## src/rtl/dmem_bridge_pkg.sv

```systemverilog
// Shared types for the data-memory bridge: FSM state encoding and lane count.
package dmem_bridge_pkg;

    typedef enum logic [2:0] {
        DMEM_IDLE  = 3'd0,
        DMEM_REQ   = 3'd1,
        DMEM_RESP  = 3'd2,
        DMEM_DONE  = 3'd3,
        DMEM_DRAIN = 3'd4
    } dmem_state_e;

    localparam int DMEM_SEL_W = 4;

endpackage

```

## src/rtl/dmem_bridge.sv

```systemverilog
// Converts the mem stage's chip-enable strobe into one valid/ready request plus
// response on the data bus, stalling the pipeline while the access is in flight.
module dmem_bridge
    import dmem_bridge_pkg::*;
#(
    parameter int ADDR_WIDTH = 32,
    parameter int DATA_WIDTH = 32
) (
    input  logic                    clk,
    input  logic                    rst,
    input  logic                    mem_ce_i,
    input  logic                    mem_we_i,
    input  logic [DATA_WIDTH/8-1:0] mem_sel_i,
    input  logic [ADDR_WIDTH-1:0]   mem_addr_i,
    input  logic [DATA_WIDTH-1:0]   mem_data_i,
    input  logic                    stall_i,
    input  logic                    flush_i,
    output logic [DATA_WIDTH-1:0]   rdata_o,
    output logic                    stallreq_o,
    output logic                    req_valid_o,
    input  logic                    req_ready_i,
    output logic                    req_we_o,
    output logic [DATA_WIDTH/8-1:0] req_sel_o,
    output logic [ADDR_WIDTH-1:0]   req_addr_o,
    output logic [DATA_WIDTH-1:0]   req_wdata_o,
    input  logic                    resp_valid_i,
    input  logic [DATA_WIDTH-1:0]   resp_data_i
);

    localparam int SEL_W = DATA_WIDTH / 8;

    dmem_state_e             state_q, state_d;
    logic                    drop_q, drop_d;
    logic                    we_q, we_d;
    logic [SEL_W-1:0]        sel_q, sel_d;
    logic [ADDR_WIDTH-1:0]   addr_q, addr_d;
    logic [DATA_WIDTH-1:0]   wdata_q, wdata_d;
    logic [DATA_WIDTH-1:0]   rdata_q, rdata_d;
    logic                    stallreq;

    always_comb begin
        state_d  = state_q;
        drop_d   = drop_q;
        we_d     = we_q;
        sel_d    = sel_q;
        addr_d   = addr_q;
        wdata_d  = wdata_q;
        rdata_d  = rdata_q;
        stallreq = 1'b0;

        unique case (state_q)
            DMEM_IDLE: begin
                drop_d = 1'b0;
                if (mem_ce_i && !flush_i) begin
                    stallreq = 1'b1;
                    we_d     = mem_we_i;
                    sel_d    = mem_sel_i;
                    addr_d   = {mem_addr_i[ADDR_WIDTH-1:2], 2'b00};
                    wdata_d  = mem_data_i;
                    state_d  = DMEM_REQ;
                end
            end
            DMEM_REQ: begin
                // A flush here cannot retract the request; it only marks the result for discard.
                stallreq = 1'b1;
                if (flush_i) drop_d = 1'b1;
                if (req_ready_i) state_d = (drop_q || flush_i) ? DMEM_DRAIN : DMEM_RESP;
            end
            DMEM_RESP: begin
                stallreq = 1'b1;
                if (resp_valid_i) begin
                    if (drop_q || flush_i) begin
                        drop_d  = 1'b0;
                        state_d = DMEM_IDLE;
                    end else begin
                        if (!we_q) rdata_d = resp_data_i;
                        state_d = DMEM_DONE;
                    end
                end else if (flush_i) begin
                    drop_d  = 1'b1;
                    state_d = DMEM_DRAIN;
                end
            end
            DMEM_DONE: begin
                // mem_ce_i is still high for the same instruction; never re-issue from here.
                if (flush_i || !stall_i) state_d = DMEM_IDLE;
            end
            DMEM_DRAIN: begin
                stallreq = 1'b1;
                if (resp_valid_i) begin
                    drop_d  = 1'b0;
                    state_d = DMEM_IDLE;
                end
            end
            default: state_d = DMEM_IDLE;
        endcase
    end

    always_ff @(posedge clk or negedge rst) begin
        if (!rst) begin
            state_q <= DMEM_IDLE;
            drop_q  <= 1'b0;
            we_q    <= 1'b0;
            sel_q   <= '0;
            addr_q  <= '0;
            wdata_q <= '0;
            rdata_q <= '0;
        end else begin
            state_q <= state_d;
            drop_q  <= drop_d;
            we_q    <= we_d;
            sel_q   <= sel_d;
            addr_q  <= addr_d;
            wdata_q <= wdata_d;
            rdata_q <= rdata_d;
        end
    end

    // Payload is masked outside REQ so the bus sees zeros whenever valid is low.
    assign req_valid_o = (state_q == DMEM_REQ);
    assign req_we_o    = req_valid_o & we_q;
    assign req_sel_o   = req_valid_o ? sel_q   : '0;
    assign req_addr_o  = req_valid_o ? addr_q  : '0;
    assign req_wdata_o = req_valid_o ? wdata_q : '0;
    assign rdata_o     = rdata_q;
    assign stallreq_o  = rst & stallreq;

endmodule

```

## config.mk

```make
export PLATFORM = sky130hd
export DESIGN_NAME = dmem_bridge
export DESIGN_NICKNAME = d
export VERILOG_FILES = /design/src/rtl/dmem_bridge_pkg.sv /design/src/rtl/dmem_bridge.sv
export SDC_FILE = /design/constraint.sdc
export NUM_CORES = 1
export LEC_CHECK = 0
export ABC_AREA = 0
export ABC_CLOCK_PERIOD_IN_PS = 4700
export CAP_MARGIN = 20
export CELL_PAD_IN_SITES_DETAIL_PLACEMENT = 1
export CELL_PAD_IN_SITES_GLOBAL_PLACEMENT = 1
export CORE_MARGIN = 1
export CORE_UTILIZATION = 35
export DETAILED_ROUTE_END_ITERATION = 8
export PLACE_DENSITY_LB_ADDON = 0.2
export SETUP_SLACK_MARGIN = 0.4
export SLEW_MARGIN = 20
export SYNTH_ARGS = -nofsm -noshare
export SYNTH_HDL_FRONTEND = slang
export SYNTH_SLANG_ARGS = --single-unit
```

## constraint.sdc

```tcl
create_clock -name clk -period 4.7 [get_ports clk]
set_input_delay 0.47 -clock clk [delete_from_list [all_inputs] [get_ports clk]]
set_output_delay 0.47 -clock clk [all_outputs]
set_load 0.01 [all_outputs]
```

* Word level (Yosys, flattened, before mapping)
Cells that the tools add are included.
Widths: inputs -> output; s select.
** Word-level totals
- Register bits after elaboration :: 103
- Input port bits :: 108
- Output and inout bits :: 103
- Logic and storage cells :: 52
** Cells by class
- Equal/unequal tests :: 10
- Mux-type cells :: 19
- Bitwise gates (word level) :: 4
- Reductions and logical operators :: 12
** Operators by type and width (count)
- $mux 32 :: 2
- $mux 3 :: 7
- $pmux 3 s5 :: 1
- $eq 3x2->1 const B :: 2
- $ne 2x2->1 const B :: 3
- $ne 3x3->1 const B :: 2
- $mux 1 :: 5
- $reduce_and 5->1 :: 1
- $mux 4 :: 1
- $pmux 1 s4 :: 1
- $reduce_and 4->1 :: 1
- $reduce_bool 4->1 :: 1
- $eq 3x1->1 const B :: 1
- $eq 3x3->1 const B :: 1
- $logic_not 3->1 :: 1
- $reduce_and 3->1 :: 1
- $reduce_or 3->1 :: 1
- $and 1x1->1 :: 2
- $logic_not 1->1 :: 2
- $logic_or 1x1->1 :: 2
- $mux 2 :: 1
- $ne 2x1->1 const B :: 1
- $not 1->1 :: 2
- $pmux 1 s2 :: 1
- other kinds (2) :: 2

* Logic depth before layout (Yosys ltp)
- Depth after elaboration :: 5
- Gate-level depth with buffers :: 6
- Gate-level depth less buffers :: 4

* Worst setup path before layout
OpenSTA, ideal clock, no wires.
- Path type :: flip-flop to output port
- From :: register state_q[2]
- To :: output port req_wdata_o[10]
- Data arrival time :: 1.586 ns
- Data required time :: 4.230 ns
- Setup slack :: 2.644 ns
- Cell stages (with the launch flop) :: 7
- Buffers on the path :: 3
- Cells stage by stage :: dfrtp_1 clkbuf_1 or2_2 inv_1 clkbuf_1 clkbuf_1 and2_1
** Between the ends
- Word-level cells in the longest chain between the ends :: 2
** Ends and longest elaborated chain
- from (decl) :: line dmem_bridge.sv:32 : dmem_state_e state_q, state_d;
- from (signal assigned) :: line dmem_bridge.sv:109 : state_q <= state_d;
- $eq 3x1->1 :: line dmem_bridge.sv:120 : assign req_valid_o = (state_q == DMEM_REQ);
- $mux 32 :: line dmem_bridge.sv:124 : assign req_wdata_o = req_valid_o ? wdata_q : '0;
- to (decl) :: line dmem_bridge.sv:25 : output logic [DATA_WIDTH-1:0] req_wdata_o,
Every way passes these cells.

* Worst setup path after layout
- From :: register state_q[1]
- To :: output port req_wdata_o[2]
Same word-level chain as after synthesis.

==> results by stage <==
Clock network:
- The clock latency reported for the late side of the worst-skew pair is 340 ps.
- In this run the clock root is driven by a sky130_fd_sc_hd__clkbuf_16.
- The post-CTS setup buffer count is 0.
- The number of levels the H-tree was split into is 3.
- TritonCTS built the clock tree.
- The quantity of hold-fixing buffers added after cts is 0.
- The number of clock buffers inserted by TritonCTS is 9.
- The number of buffers between clock root and the deepest sink is 2.
- The sink count of the clock tree is 103.
- Post-CTS repair changed the size of 0 cells.
- After clock tree synthesis, the clock-pin slew on the worst setup and hold paths is 70 ps.

Timing:
- The relative slew slack is 40.1%.
- For the pin with the worst max-slew slack, the measured transition is 898 ps.
- In the finished design, the share of the clock period the worst path needs comes to 74.0%.
- The final-report max-slew violation count is 0.
- The routed design could run at a clock period as short as 3480 ps.
- The final hold slack is 180 ps.
- The final number of setup-violating endpoints is 0.
- Setup repair after global routing left no endpoint under its margin.
- The fmax is 287 MHz.
- The final-report hold violation count came to 0.
- The final sum of negative setup slack is 0 ps.
- Across the routed clock network, the largest skew measured is 5.25 ps.

Power and ir drop:
- The net switching component of the power is 0.00134 W.
- The share of total power dissipated in combinational logic is 47.8%.
- The leakage power is 3.07 nW.
- Net switching is 30.5% of the power.
- The cell-internal power is 0.00305 W.
- The power per standard cell area is 621 nW/um^2.
- The relative contribution of the clock network to total power is 17.3%.
- The sequential share of power is 34.9%.
- The worst-case IR drop observed on VDD is 0.270 mV.

Setup path:
- The source of the critical timing path is state_q[1]$_DFFE_PN0P_.
- The launching point of the worst reg2reg path is state_q[2]$_DFFE_PN0P_.
- The worst register-to-register path ends at wdata_q[6]$_DFFE_PN0P_.
- STA classifies the critical path endpoint as an output port.
- The data arrival time of the worst path is 3010 ps.
- The critical path is of the reg -> out type.
- The highest fanout seen on the critical path is 40.
- At the worst endpoint, the required time is 4230 ps.
- The worst register-to-register path has a depth of 5.
- The critical path ends at req_wdata_o[2].
- For flop-to-flop paths, the worst setup slack is 2470 ps.
- The kind of start point of the critical path is a register.

Die:
- The starting density of the core is 36.3%.
- From bottom edge to top edge, the die measures 117 um.
- The width of the die is 117 um.
- The floorplan has 41 rows.
- The placeable core region is 12700 sq um.
- The count of boundary I/O pins is 211.
- The die covers 13700 sq um.

Yosys:
- The Yosys step of the flow raised 0 warnings.
- The synthesized design contains 103 register bits.
- The synthesized netlist occupies a cell area of 4620 sq um.
- The instance count of the mapped netlist is 331.
- The number of different library cells in the post-synthesis netlist is 29.
- The sequential area share after synthesis is 55.8%.
- The average cell area after synthesis is 13.9 sq um.

Placement:
- The placed cell area is 6770 sq um.
- Once detailed placement completed, the half-perimeter wirelength came to 8590 um.
- The placed cell count is 690.
- The number of buffers added on ports is 206.
- The final RePlAce weighted congestion is 0.746.

Drt:
- The post-route antenna net violation count is 0.
- For this run, the detailed router's first-pass iteration total came to 4.
- The number of vias in the routed layout is 3270.
- The final layout contains routed wiring with a total length of 12200 um.
- The average wire per standard cell is 17.3 um.
- After detailed routing, the number of vias per cell comes to 4.63.
- The first routing iteration left 112 violations.
- In the routed design, unresolved DRC markers number 0.

Finish:
- The share of cells above drive strength 1 is 23.0%.
- From synthesis to final layout, the design area changed by 53.2%.
- The number of antenna diodes in the final layout is 0.
- The count of nets after finishing is 637.
- Counting the fill cells in the layout gives 1336.
- With fillers left out, the area of the finished cells amounts to 7070 sq um.
- The finished layout holds 706 standard cells, fillers aside.

Worst hold path:
- The type of the most critical hold path is in -> async.

Global routing:
- The total grt overflow is 0.
- Entering global routing, the biggest net connects 68 pins.
- The number of antenna violations at the first check in global routing came to 0.
- The number of global-route vias before repair is 3615.
- Global routing used 18.6% of the available tracks across all layers.
- The first-pass GRT wire length is 19000 um.

Status:
- The flow ran to the end, and the final reports show no timing, DRC or antenna violations.

Job:
- The max-cap check violation count is 0.
-- power groups by stage --
stage,Combinational [W],Sequential [W],Clock [W]
after floorplan,0.00102,0.00152,0
after global placement,0.00207,0.00151,0
after detailed placement,0.00212,0.00154,0
after CTS,0.00214,0.00154,0.000785
after global routing,0.00225,0.00159,0.000818
final,0.00210,0.00153,0.000759
-- layer usage --
metal / vias to the layer above / GRT usage (%) / part of all wire, %
met3: 19 / 5.15 / 7.1
met4: 0 / 8.27 / 2.1
met1: 1633 / 21.5 / 40
met2: 114 / 32.2 / 51
li1: 1504 / - / -
met5: - / 0 / 0
-- area by class of cell --
cell class | instances | area [sq um] | share of cell area [%]
multi-input cells | 204 | 1880 | 26.6
well taps | 172 | 215 | 3.04
clock buffers | 10 | 239 | 3.38
repair buffers | 209 | 2090 | 29.6
inverters | 2 | 7.51 | 0.106
clock inverters | 6 | 60.1 | 0.849
flip-flops and latches | 103 | 2580 | 36.4
-- cell usage in the layout, fill, tap and decap left out, types with 3 or more instances in the layout --
cell type                         netlist  routed
sky130_fd_sc_hd__nor2_1                 5       5
sky130_fd_sc_hd__clkinv_2               0       3
sky130_fd_sc_hd__mux2_4                30      30
sky130_fd_sc_hd__nand2b_1               3       3
sky130_fd_sc_hd__dfrtp_1              103     103
sky130_fd_sc_hd__and2_1                68      68
sky130_fd_sc_hd__mux2_2                70      70
sky130_fd_sc_hd__clkdlybuf4s50_1        0     205
sky130_fd_sc_hd__clkbuf_16              0       9
sky130_fd_sc_hd__nand2_1                5       4
sky130_fd_sc_hd__buf_4                  2       3
-- registers in the layout, indices dropped and copies added, names as in the netlist --
signal and flops:
state_q 3, sel_q 4, drop_q 1, rdata_o 32, we_q 1, addr_q 30
wdata_q 32
-- synth_stat cells (all sizes together) --
library cell,n,share of area [%]
nand3b,2,0.33
o21ai,1,0.11
o221ai,2,0.38
conb,1,0.081
clkbuf,10,0.81
or4,1,0.24
inv,2,0.16
or2,2,0.27
nor2,5,0.41
nand3,1,0.11
o21a,1,0.16
mux2,100,27
nand2,5,0.41
and2,69,9.4
dfrtp,103,56
a211oi,2,0.33
o211ai,1,0.16
nor3,2,0.22
nand2b,3,0.41
a21oi,2,0.22
o31ai,1,0.16
buf,13,2.6
o22a,2,0.38
-- worst min-delay path by stage --
stage	start	end	slack [ps]	cells after the start
5_1_grt	rst	rdata_o[17]$_DFFE_PN0P_	250	1
3_3_place_gp	addr_q[30]$_DFFE_PN0P_	addr_q[30]$_DFFE_PN0P_	480	1
4_1_cts	rst	rdata_o[17]$_DFFE_PN0P_	200	1
2_1_floorplan	rst	addr_q[10]$_DFFE_PN0P_	170	0
3_5_place_dp	wdata_q[12]$_DFFE_PN0P_	wdata_q[12]$_DFFE_PN0P_	480	1
6_report	rst	rdata_o[17]$_DFFE_PN0P_	180	1
-- cells by family (layout without fill, tap and decap cells) --
group / Yosys count / count (layout) / synth area share (%)
flops: 103 / 103 / 55.8
mux: 100 / 100 / 26.8
simple gates: 90 / 90 / 11.7
buf+inv: 25 / 227 / 3.61
compound gates: 12 / 12 / 1.90
other cells: 1 / 2 / 0.0812
-- critical path, cell delays in order (launching register included) --
cell and delay, ps:
sky130_fd_sc_hd__dfrtp_1 500, sky130_fd_sc_hd__nand2b_1 240, sky130_fd_sc_hd__or2_2 330, sky130_fd_sc_hd__inv_1 590
sky130_fd_sc_hd__buf_12 270, sky130_fd_sc_hd__and2_1 150, sky130_fd_sc_hd__clkdlybuf4s50_1 570
-- metrics by stage --
step / worst slack, ps / power (W) / util [%]
floorplan: 2640 / 0.00254 / -
detailed placement: 1570 / 0.00366 / 53.2
global placement: 1610 / 0.00358 / 53.2
finish: 1220 / 0.00439 / 55.6
global route: 1060 / 0.00466 / 55.6
CTS: 1180 / 0.00446 / 55.6
No activity file was read; power rests on OpenSTA's default activity.
